--- config.mk ---
export PLATFORM = sky130hd
export DESIGN_NAME = uart_matrix_cfg
export DESIGN_NICKNAME = d
export VERILOG_FILES = /design/src/rtl/uart_matrix_cfg.sv
export SDC_FILE = /design/constraint.sdc
export NUM_CORES = 1
export LEC_CHECK = 0
export CORE_MARGIN = 10
export CORE_UTILIZATION = 56
export CTS_CLUSTER_SIZE = 14
export DETAILED_ROUTE_END_ITERATION = 8
export GPL_ROUTABILITY_DRIVEN = 0
export PLACE_DENSITY = 0.86
export SYNTH_ARGS = -nofsm -noshare
export SYNTH_HDL_FRONTEND = slang
export SYNTH_SLANG_ARGS = --single-unit
--- constraint.sdc ---
create_clock -name clk -period 1.8 [get_ports clk]
set_input_delay 0.36 -clock clk [delete_from_list [all_inputs] [get_ports clk]]
set_output_delay 0.36 -clock clk [all_outputs]
set_load 0.1 [all_outputs]
--- src/rtl/uart_matrix_cfg.sv ---
// Configuration sequencer for uart_matrix: bulk-loads the default routing table after reset,
// then applies routing updates parsed from a UART byte stream (A5, addr, mask bytes LSB first).
module uart_matrix_cfg #(
    parameter int unsigned                  INPUTS  = 2,
    parameter int unsigned                  OUTPUTS = 3,
    parameter logic [INPUTS*OUTPUTS-1:0]    INIT    = '1,
    parameter int unsigned                  TIMEOUT = 1000,
    localparam int unsigned                 AW      = (INPUTS > 1) ? $clog2(INPUTS) : 1,
    localparam int unsigned                 NB      = (OUTPUTS + 7) / 8
) (
    input  logic               clk,
    input  logic               rst,
    input  logic [7:0]         cmd_data,
    input  logic               cmd_cke,
    output logic [OUTPUTS-1:0] lut_data,
    output logic [AW-1:0]      lut_addr,
    output logic               lut_cke,
    output logic               busy,
    output logic               err
);

    localparam int unsigned BW = (NB > 1) ? $clog2(NB) : 1;
    localparam int unsigned GW = (TIMEOUT > 1) ? $clog2(TIMEOUT + 1) : 1;
    localparam logic [7:0]  SyncByte = 8'hA5;
    localparam logic [7:0]  ReloadAddr = 8'hFF;

    typedef enum logic [2:0] {StLoad, StSync, StAddr, StMask, StCommit} state_e;

    state_e              state_q, state_d;
    logic [AW-1:0]       load_idx_q, load_idx_d;
    logic [7:0]          addr_q, addr_d;
    logic [NB*8-1:0]     mask_q, mask_d;
    logic [BW-1:0]       byte_idx_q, byte_idx_d;
    logic [GW-1:0]       gap_q, gap_d;
    logic [OUTPUTS-1:0]  lut_data_q, lut_data_d;
    logic [AW-1:0]       lut_addr_q, lut_addr_d;
    logic                lut_cke_q, lut_cke_d;
    logic                busy_q, busy_d;
    logic                err_q, err_d;

    logic last_load, last_byte, addr_ok, timed_out;

    assign last_load = (load_idx_q == AW'(INPUTS - 1));
    assign last_byte = (byte_idx_q == BW'(NB - 1));
    assign addr_ok   = ({24'd0, addr_q} < 32'(INPUTS));
    assign timed_out = (gap_q == GW'(TIMEOUT));

    always_comb begin
        state_d    = state_q;
        load_idx_d = load_idx_q;
        addr_d     = addr_q;
        mask_d     = mask_q;
        byte_idx_d = byte_idx_q;
        gap_d      = '0;
        lut_data_d = lut_data_q;
        lut_addr_d = lut_addr_q;
        lut_cke_d  = 1'b0;
        busy_d     = (state_q == StLoad);
        err_d      = 1'b0;

        unique case (state_q)
            StLoad: begin
                lut_cke_d  = 1'b1;
                lut_addr_d = load_idx_q;
                lut_data_d = INIT[int'(load_idx_q) * OUTPUTS +: OUTPUTS];
                load_idx_d = load_idx_q + 1'b1;
                err_d      = cmd_cke;
                if (last_load) begin
                    load_idx_d = '0;
                    state_d    = StSync;
                end
            end
            StSync: begin
                // busy_q still high here means the last load write is on the port this cycle
                if (cmd_cke && busy_q) begin
                    err_d = 1'b1;
                end else if (cmd_cke && cmd_data == SyncByte) begin
                    state_d = StAddr;
                end
            end
            StAddr: begin
                if (timed_out) begin
                    err_d   = 1'b1;
                    state_d = StSync;
                end else if (cmd_cke) begin
                    addr_d     = cmd_data;
                    byte_idx_d = '0;
                    state_d    = StMask;
                end else begin
                    gap_d = gap_q + 1'b1;
                end
            end
            StMask: begin
                if (timed_out) begin
                    err_d   = 1'b1;
                    state_d = StSync;
                end else if (cmd_cke) begin
                    mask_d[8*byte_idx_q +: 8] = cmd_data;
                    byte_idx_d = byte_idx_q + 1'b1;
                    if (last_byte) begin
                        state_d = StCommit;
                        // Write issued on entry to COMMIT to meet the one-cycle write latency
                        if (addr_ok) begin
                            lut_cke_d  = 1'b1;
                            lut_addr_d = AW'(addr_q);
                            lut_data_d = mask_d[OUTPUTS-1:0];
                        end
                    end
                end else begin
                    gap_d = gap_q + 1'b1;
                end
            end
            StCommit: begin
                state_d = StSync;
                if (addr_q == ReloadAddr) begin
                    state_d    = StLoad;
                    load_idx_d = '0;
                    err_d      = cmd_cke;
                end else begin
                    err_d = !addr_ok;
                    if (cmd_cke && cmd_data == SyncByte) begin
                        state_d = StAddr;
                    end
                end
            end
            default: state_d = StLoad;
        endcase
    end

    always_ff @(posedge clk) begin
        if (rst) begin
            state_q    <= StLoad;
            load_idx_q <= '0;
            addr_q     <= '0;
            mask_q     <= '0;
            byte_idx_q <= '0;
            gap_q      <= '0;
            lut_data_q <= '0;
            lut_addr_q <= '0;
            lut_cke_q  <= 1'b0;
            busy_q     <= 1'b1;
            err_q      <= 1'b0;
        end else begin
            state_q    <= state_d;
            load_idx_q <= load_idx_d;
            addr_q     <= addr_d;
            mask_q     <= mask_d;
            byte_idx_q <= byte_idx_d;
            gap_q      <= gap_d;
            lut_data_q <= lut_data_d;
            lut_addr_q <= lut_addr_d;
            lut_cke_q  <= lut_cke_d;
            busy_q     <= busy_d;
            err_q      <= err_d;
        end
    end

    assign lut_data = lut_data_q;
    assign lut_addr = lut_addr_q;
    assign lut_cke  = lut_cke_q;
    assign busy     = busy_q;
    assign err      = err_q;

endmodule

==> summary.md <==
| Metric | Value |
|---|---|
| Num rows | `20` |
| Max Slew Vio Count | `0` |
| Vias per Instance | `6.09` |
| Clk_lat worst skew | `350 ps` |
| Setup crit start | `gap_q[0]` |
| Met3 Wirelength | `278 um` |
| DR pass1 iterations | `4` |
| Wirelength per Cell | `16.9 um` |
| Register bit total from synthesis | `33` |
| CP arrival | `2090 ps` |
| Most used DFF post-synth | `dfxtp_1` |
| Number of global-route vias before repair | `1545` |
| Total track usage | `0.167` |
| Iteration-0 DRC Markers | `189` |
| Worst hold-check path type | `reg -> reg` |
| Fin worst setup slack | `-44.0 ps` |
| Violated checks | `negative setup slack` |
| Reg2Reg Capture Point | `lut_data[0]` |
| Top post-synthesis cells by count | `33 x dfxtp_1, 20 x nor2_1, 15 x a21oi_1, 15 x nand3_1` |
| Worst reg2reg path startpoint | `gap_q[0]` |
| Die width | `75.6 um` |
| Yosys warns | `0` |
| Max layer used | `met4` |
| Tcrit/Tclk final | `1.02` |
| Synth top area cells | `dfxtp_1 38%, a21oi_1 4.3%, nand3_1 4.3%, nor2_1 4.3%, xnor2_1 3.0%` |
| Core area | `3000 sq um` |
| Global-route wire length before repair | `7250 um` |
| Worst Skew | `7.29 ps` |
| RSZ-0062 raised after global routing | `true` |
| Final-report hold violation count | `0` |
| Fraction of layout cells with a size suffix above 1 | `0.279` |
| Leakage power | `0.792 nW` |
| Hold worst-path end | `addr_q[4]` |
| CP endpoint kind | `flip-flop` |
| Fin nets | `238` |
| CTS tree | `done` |
| Largest net degree at the start of global routing | `15` |
| Post-route cell area | `2190 sq um` |
| Clk slew on worst S/H paths | `110 ps` |
| Dpl cell area | `2080 sq um` |
| Port Buffers | `17` |
| Worst R2R Path Depth | `7` |
| Detailed-route DRC error count | `0` |
| Startpoint types | `flip-flop` |
| Internal reg-to-reg setup slack | `-40 ps` |
| Peak supply drop | `507 uV` |
| Total power | `0.00188 W` |
| M1 WL | `1750 um` |
| Hold Buf Count CTS | `0` |
| Initial core utilization | `0.576` |
| Hold Startpoint | `addr_q[4]` |
| Clock buffer depth | `2` |
| Post-Syn Area | `1730 sq um` |
| Async SR Flop Fraction | `0` |
| Seq/Total Area, Yosys | `0.382` |
| Worst Tran Pin Value | `693 ps` |
| Max-cap viol count | `0` |
| FMAX | `0.542 GHz` |
| Antenna Nets Post-Route | `0` |
| Global route overflow | `0` |
| Syn Area/Cell | `9.11 sq um` |
| CTS sink cnt | `33` |
| Power per cell area | `859 nW/um^2` |
| Die area | `5710 sq um` |
| Area growth from synthesis to layout | `26.5%` |
| Num CTS Buffers | `5` |
| Setup CP Type | `reg -> reg` |
| Critical Path RT | `2050 ps` |
| Routed via count | `1577` |
| Slew headroom | `0.538` |
| Synth cell types | `51` |
| Final setup vio count | `3` |
| Multi-input gate area | `972 sq um` |
| EDFF count, synth | `0` |
| Most common cell in the synthesized netlist | `dfxtp_1` |
| Synth top area share | `0.382` |
| Hold Path Depth | `2` |
| Final wirelength | `4380 um` |
| CTS root buf | `clkbuf_4` |
| Filler instances | `204` |
| Outcome | `complete, but fails checks` |
| Diode count | `0` |
| Minimum clock period | `1840 ps` |
| Dpl hpwl | `3220 um` |
| Die height | `75.6 um` |
| Met2 WL post-DR | `2130 um` |
| Initial antenna violation count | `0` |
| Synthesized Nets | `203` |
| Sequential cell area | `663 sq um` |
| Final cell count without fillers | `259` |
| Placed cells | `250` |
| Maximum level of the CTS H-tree | `2` |
| Smallest hold slack | `516 ps` |
| Synth Instances | `190` |
| Critical path peak fanout | `4` |
| Ports | `18` |
| Post-synth top area cell | `dfxtp_1` |
## worst max-delay path: stages (launching register included)
cell,delay [ps]
dfxtp_2,340
inv_2,80
ha_4,160
nand4bb_4,120
buf_6,150
o311a_4,320
a31oi_4,260
mux2_4,330
## through the flow
step / TNS, ps / worst slack, ps / utilization
2_1_floorplan: 0 / 141 / -
3_3_place_gp: -850 / -144 / 0.693
3_5_place_dp: -3100 / -363 / 0.693
4_1_cts: -81.6 / -30.5 / 0.722
5_1_grt: -550 / -93.4 / 0.729
6_report: -120 / -44.0 / 0.729
## worst max path at each step
stage	slack (ps)	depth (start not counted)	to
2_1_floorplan	140	6	lut_addr
3_3_place_gp	-140	6	state_q[2]
3_5_place_dp	-360	6	addr_q[7]
4_1_cts	-30	7	lut_data[0]
5_1_grt	-90	7	lut_data[0]
6_report	-40	7	lut_data[0]
## metal layers
layer | global-route usage | up-vias
met4 | 0.115 | 0
met5 | 0 | -
met2 | 0.272 | 57
li1 | - | 755
met1 | 0.181 | 745
met3 | 0.0521 | 20
## area by class of cell
type                            count  share of cell area
Clock buffer                        5              0.0171
Clock inverter                      3             0.00800
Inverter                            9              0.0154
Multi-Input combinational cell    135               0.444
Sequential cell                    33               0.303
Tap cell                           33              0.0189
Timing Repair Buffer               41               0.194
## placed cells by master (no fill, tap or decap), drive strengths merged, types with 4 or more instances in the layout
cell | Yosys | routed
dfxtp | 33 | 33
o21ai | 10 | 10
nand4 | 4 | 4
a21oi | 15 | 15
clkbuf | 5 | 5
nand2 | 7 | 7
inv | 9 | 9
nor2b | 4 | 4
nor2 | 20 | 20
buf | 7 | 31
mux2 | 4 | 4
clkdlybuf4s50 | 0 | 10
nor3 | 6 | 6
xnor2 | 6 | 6
nand3 | 15 | 15
## power breakdown
group	total, W	leakage (nW)	switching (W)	internal [W]
Combinational	0.000629	0.491	0.000373	0.000255
Clock	0.000415	0.0310	0.000268	0.000147
Sequential	0.000837	0.270	0.0000612	0.000776
## flip-flops by register name (all words and copies together), names as in the netlist
register,flops
lut_data,3
addr_q,8
state_q,3
lut_cke,1
err,1
byte_idx_q,1
lut_addr,1
mask_q,3
busy,1
last_load,1
gap_q,10
## cell families (layout without fill, tap and decap cells)
kind of cell,count (synthesis),in the layout,synth area share
xor+xnor,8,8,0.0405
mux,7,7,0.0499
fa+ha+maj,2,2,0.0145
buf+inv,22,58,0.0795
compound gates,43,43,0.172
simple gates,75,75,0.262
flops,33,33,0.382
## timing repair
action | in CTS | in global routing
pin swaps | 2 | 3
setup endpoints to repair | 23 | 22
buffers inserted | 1 | 1
gates resized for setup | 7 | 5
gates cloned | 0 | 0
(Power assumes the default switching activity.)
==> edit 1, RTL diff (config.mk and constraints unchanged) <==
Make the reset (`rst`) asynchronous in one clocked block.
--- a/src/rtl/uart_matrix_cfg.sv
+++ b/src/rtl/uart_matrix_cfg.sv
@@ -127,7 +127,7 @@
         endcase
     end
 
-    always_ff @(posedge clk) begin
+    always_ff @(posedge clk or posedge rst) begin
         if (rst) begin
             state_q    <= StLoad;
             load_idx_q <= '0;
Formal check against the unedited RTL: differs if rst is asserted again (counterexample within 4 cycles, from zero or initial values and one cycle with rst high); with rst held inactive, the same outputs for 10 cycles.
==> edit 1 against the original RTL <==
Design area shrank 3.8%. Via count shrank 20%. Sequential cell count shrank 3. The flow still finishes with violations (negative setup slack). Area after synthesis shrank 11%. Wire length shrank 6.7%. Worst setup slack lost 0.019 ns.
Power is not compared: it rests on default switching activity, and its combinational part moved more than twofold at a synthesized area within 25%.
==> edit 1: results <==
[drt]
drt_iter0_drc = 113
totalWireLength_mm = 4.08
vias = 1255

[finish]
drive_gt1_share_pct = 35.7
final_cells = 212
final_nets = 194

[logic_synthesis]
synth_area_leaders = "dfrtp_1, mux2_4, nor2_1, xnor2_1, inv_1"
synth_nets = 151
ys_seq_area_share_pct = 48.7
avgSynthCellArea_um2 = 11.2
yosysUniqueCellTypes = 45
async_reset_ff_share_pct = 100
synthFlopType = "dfrtp_1"
ys_top_cells_by_count = "dfrtp_1, nor2_1, inv_1, nand2_1, mux2_4"

[global_routing]
track_usage_pct = 14.9
grt_max_degree = 31
grt_pass1_wl_mm = 6.15

[clock_tree]
clk_pin_slew_worst_paths_ns = 0.09
htree_levels = 2
clockBufferDepth = 2
cts-root-buf = "clkbuf_4"

[setup_path]
regToRegEndpoint = "addr_q[0]$_DFFE_PP0P_"
rr_startpoint = "gap_q[6]$_DFF_PP0_"
startpoint = "cmd_cke"
path_max_fanout = 5
crit_path_end = "state_q[0]$_DFFE_PP0P_"
r2r_cells = 5

[run_status]
violations = "negative setup slack"
outcome = "finished with violations"

[hold_path]
min_path_type = "in2async"

[timing]
relSlewSlack_pct = 75.0
setup_slack_ns = -0.0632
fin_skew_ns = 0.0105
setup_violations = 14
tns_ns = -0.466

[placed_design]
dp_slack_ns = -0.364
dp_hpwl_mm = 2.61
placed_cell_area_um2 = 1920
dp_cells = 198
[edit 1: changes by cell type after synthesis, sizes merged, moves of 5 or more]
cell	delta
nand3	-11
clkbuf	-5
mux2	+8
a21oi	-14
nor2	-5
dfrtp	+29
dfxtp	-33
o21ai	-8
[edit 1: worst min-delay path by stage]
stage / startpoint / to / slack [ns] / depth (start not counted)
after CTS: rst / gap_q[9]$_DFF_PP0_ / 0.39 / 3
final: rst / gap_q[6]$_DFF_PP0_ / 0.40 / 3
after global placement: addr_q[5]$_DFFE_PP0P_ / addr_q[5]$_DFFE_PP0P_ / 0.52 / 1
after global routing: rst / gap_q[9]$_DFF_PP0_ / 0.43 / 3
after detailed placement: addr_q[5]$_DFFE_PP0P_ / addr_q[5]$_DFFE_PP0P_ / 0.53 / 1
after floorplan: state_q[0]$_DFFE_PP0P_ / busy$_DFF_PP1_ / 0.41 / 1
[edit 1: power by group]
group	leakage, nW	switching (W)	internal [W]	total, W
clock	0.0353	0.000231	0.000189	0.000420
sequential	0.371	0.000286	0.000909	0.00119
combinational	0.531	0.00110	0.000959	0.00205
total	0.937	0.00161	0.00206	0.00367
[edit 1: layer usage]
metal | up-vias | wire (um) | track usage [%]
li1 | 582 | - | -
met2 | 40 | 2140 | 23.4
met3 | 15 | 207 | 5.17
met4 | 0 | 144 | 8.02
met1 | 618 | 1590 | 17.4
met5 | - | 0 | 0
[edit 1: layout make-up]
| cell class | instances | area (um^2) |
|---|---|---|
| Clock buffer | 7 | 55.1 |
| Clock inverter | 1 | 5.00 |
| Fill cell | 140 | 439 |
| Inverter | 9 | 33.8 |
| Multi-Input combinational cell | 94 | 796 |
| Sequential cell | 30 | 752 |
| Tap cell | 30 | 37.5 |
| Timing Repair Buffer | 41 | 427 |
[edit 1: kinds of logic (layout without fill, tap and decap cells)]
kind of cell,count (synthesis),after routing,synth area share [%]
simple gates,50,50,17.1
flops,30,30,48.7
compound gates,21,21,11.8
buf+inv,14,58,4.79
mux,13,13,11.4
xor+xnor,8,8,4.54
fa+ha+maj,2,2,1.62
[edit 1: timing repair]
action                                  4_1_cts  5_1_grt
buffers inserted                              0        6
gates cloned                                  0        0
endpoints found under the setup margin       16       22
resized for setup                             5       11
pin swaps                                     0        4
[edit 1: critical path, cell delays in order]
cell             delay [ns]
clkdlybuf4s50_1        0.58
nand4bb_1              0.24
buf_4                  0.20
nor3_1                 0.25
o221ai_1               0.17
mux2_1                 0.29
==> edit 2, RTL diff (same settings) <==
Without the edit above. Change the parameter `INPUTS` from 2 to 1.
--- a/src/rtl/uart_matrix_cfg.sv
+++ b/src/rtl/uart_matrix_cfg.sv
@@ -1,7 +1,7 @@
 // Configuration sequencer for uart_matrix: bulk-loads the default routing table after reset,
 // then applies routing updates parsed from a UART byte stream (A5, addr, mask bytes LSB first).
 module uart_matrix_cfg #(
-    parameter int unsigned                  INPUTS  = 2,
+    parameter int unsigned                  INPUTS  = 1,
     parameter int unsigned                  OUTPUTS = 3,
     parameter logic [INPUTS*OUTPUTS-1:0]    INIT    = '1,
     parameter int unsigned                  TIMEOUT = 1000,
Formal check against the unedited RTL: not equivalent (a bounded check fails within 4 cycles, from zero or initial values and one cycle with rst high).
==> edit 2 against the original RTL <==
Hold slack gained 0.0037 ns. Area after synthesis down 20%. Design area shrank 18%. Worst setup slack improved by 0.099 ns. Fmax up 5.7%. Sequential cell count down 4. Sequential share of layout area rose by 2.0 points. Wire length shrank 23%.
Power is not compared: it rests on default switching activity, and its combinational part moved more than twofold at a synthesized area within 25%.
==> edit 2: results <==
[logic_synthesis]
ys_seq_area_share_pct = 42.1
synth_warnings = 0
synth_nets = 165
synth_xor_area_share_pct = 5.08
synthAdderAreaFrac_pct = 1.81
yosys-mux-area-fraction_pct = 5.80
synth_area_leaders = "dfxtp_1, nor2_1, mux2i_1, xnor2_1, nand2_1"
synth_compound_area_share_pct = 14.1
ys_top_cells_by_count = "dfxtp_1, nor2_1, nand2_1"

[timing]
setup_violations = 0
fin_skew_ns = 0.00728
worst_slew_pin_slew_ns = 0.561

[finish]
fillCellCount = 143
drive_gt1_share_pct = 22.5
final_nets = 194

[placed_design]
port-buffer-count = 17
placed_cell_area_um2 = 1720
dp_hpwl_mm = 2.60
dp_slack_ns = -0.315

[setup_path]
path_max_fanout = 3
critical_path_arrival_ns = 1.96
cpPeakStageDelay_ns = 0.51
slowest_stage = "or4_4"

[global_routing]
grt_max_degree = 14
grt_pass1_wl_mm = 5.62
grt_pass1_vias = 1275
track_usage_pct = 13.9

[power]
p_leak_nw = 0.689

[drt]
drtPass1Iterations = 5
drt-vias-per-instance = 5.87
drt_iter0_drc = 62
wl_per_cell_um = 16.1

[clock_tree]
clk_pin_slew_worst_paths_ns = 0.09
cts_setup_buffers = 0

[run_status]
outcome = "completed"
## edit 2: final cells by class
class | instances | share of cell area, %
Tap cell | 28 | 1.95
Inverter | 8 | 1.67
Clock inverter | 3 | 0.974
Multi-Input combinational cell | 107 | 42.2
Clock buffer | 5 | 2.09
Timing Repair Buffer | 30 | 18.8
Sequential cell | 29 | 32.3
## edit 2: power by group through the flow
stage / combinational (W) / clock [W] / sequential, W
2_1_floorplan: 0.0000393 / 0 / 0.000746
3_3_place_gp: 0.000190 / 0 / 0.000682
3_5_place_dp: 0.000196 / 0 / 0.000684
4_1_cts: 0.000196 / 0.000391 / 0.000668
5_1_grt: 0.000202 / 0.000418 / 0.000670
6_report: 0.000195 / 0.000392 / 0.000669
## edit 2: logic make-up (layout without fill, tap and decap cells)
kind of cell	after synthesis	in the layout
AOI/OAI and AO/OA	22	22
xor gates and xnor gates	8	8
adders and majority gates	2	2
buffers and inverters	16	46
DFF	29	29
muxes	8	8
and+or+nand+nor	67	67
## edit 2: repair_timing
action                     CTS  global route
hold buffers                 0             0
resized for setup            0             4
setup endpoints to repair    0            20
## edit 2: worst paths after layout
check                                      startpoint                 endpoint  slack (ns)  depth (start not counted)
worst max register to register    gap_q[0]$_SDFF_PP0_  state_q[0]$_SDFFE_PP0P_        0.09                          8
worst min-delay path            lut_addr$_SDFFE_PP0P_    lut_addr$_SDFFE_PP0P_        0.52                          1
worst max-delay path                      cmd_data[4]  state_q[0]$_SDFFE_PP0P_        0.06                          5
worst min register to register  lut_addr$_SDFFE_PP0P_    lut_addr$_SDFFE_PP0P_        0.52                          1
## edit 2: worst max-delay path: cells and delay by family
kind	cells	cell delay [ns]
AO/OA/AOI/OAI	2	0.48
buffers and inverters	1	0.42
AND/OR/NAND/NOR	2	0.70
## edit 2: routing by layer
layer	wire length (um)	share of wire (%)	vias to the layer above	global-route usage (%)
met5	0	0	-	0
met4	114	3.4	0	8.91
met3	256	7.6	11	4.14
met2	1650	49	54	22.2
met1	1360	40	572	15.6
li1	-	-	596	-
## edit 2: per-stage QoR
stage	hold slack, ns	util [%]	TNS, ns	instances	total power, W
2_1_floorplan	0.441	-	0	152	0.000785
3_3_place_gp	0.500	75.4	-0.620	202	0.000873
3_5_place_dp	0.510	75.4	-1.12	202	0.000879
4_1_cts	0.522	77.8	0	210	0.00126
5_1_grt	0.525	79.0	0	210	0.00129
6_report	0.520	79.0	0	210	0.00126
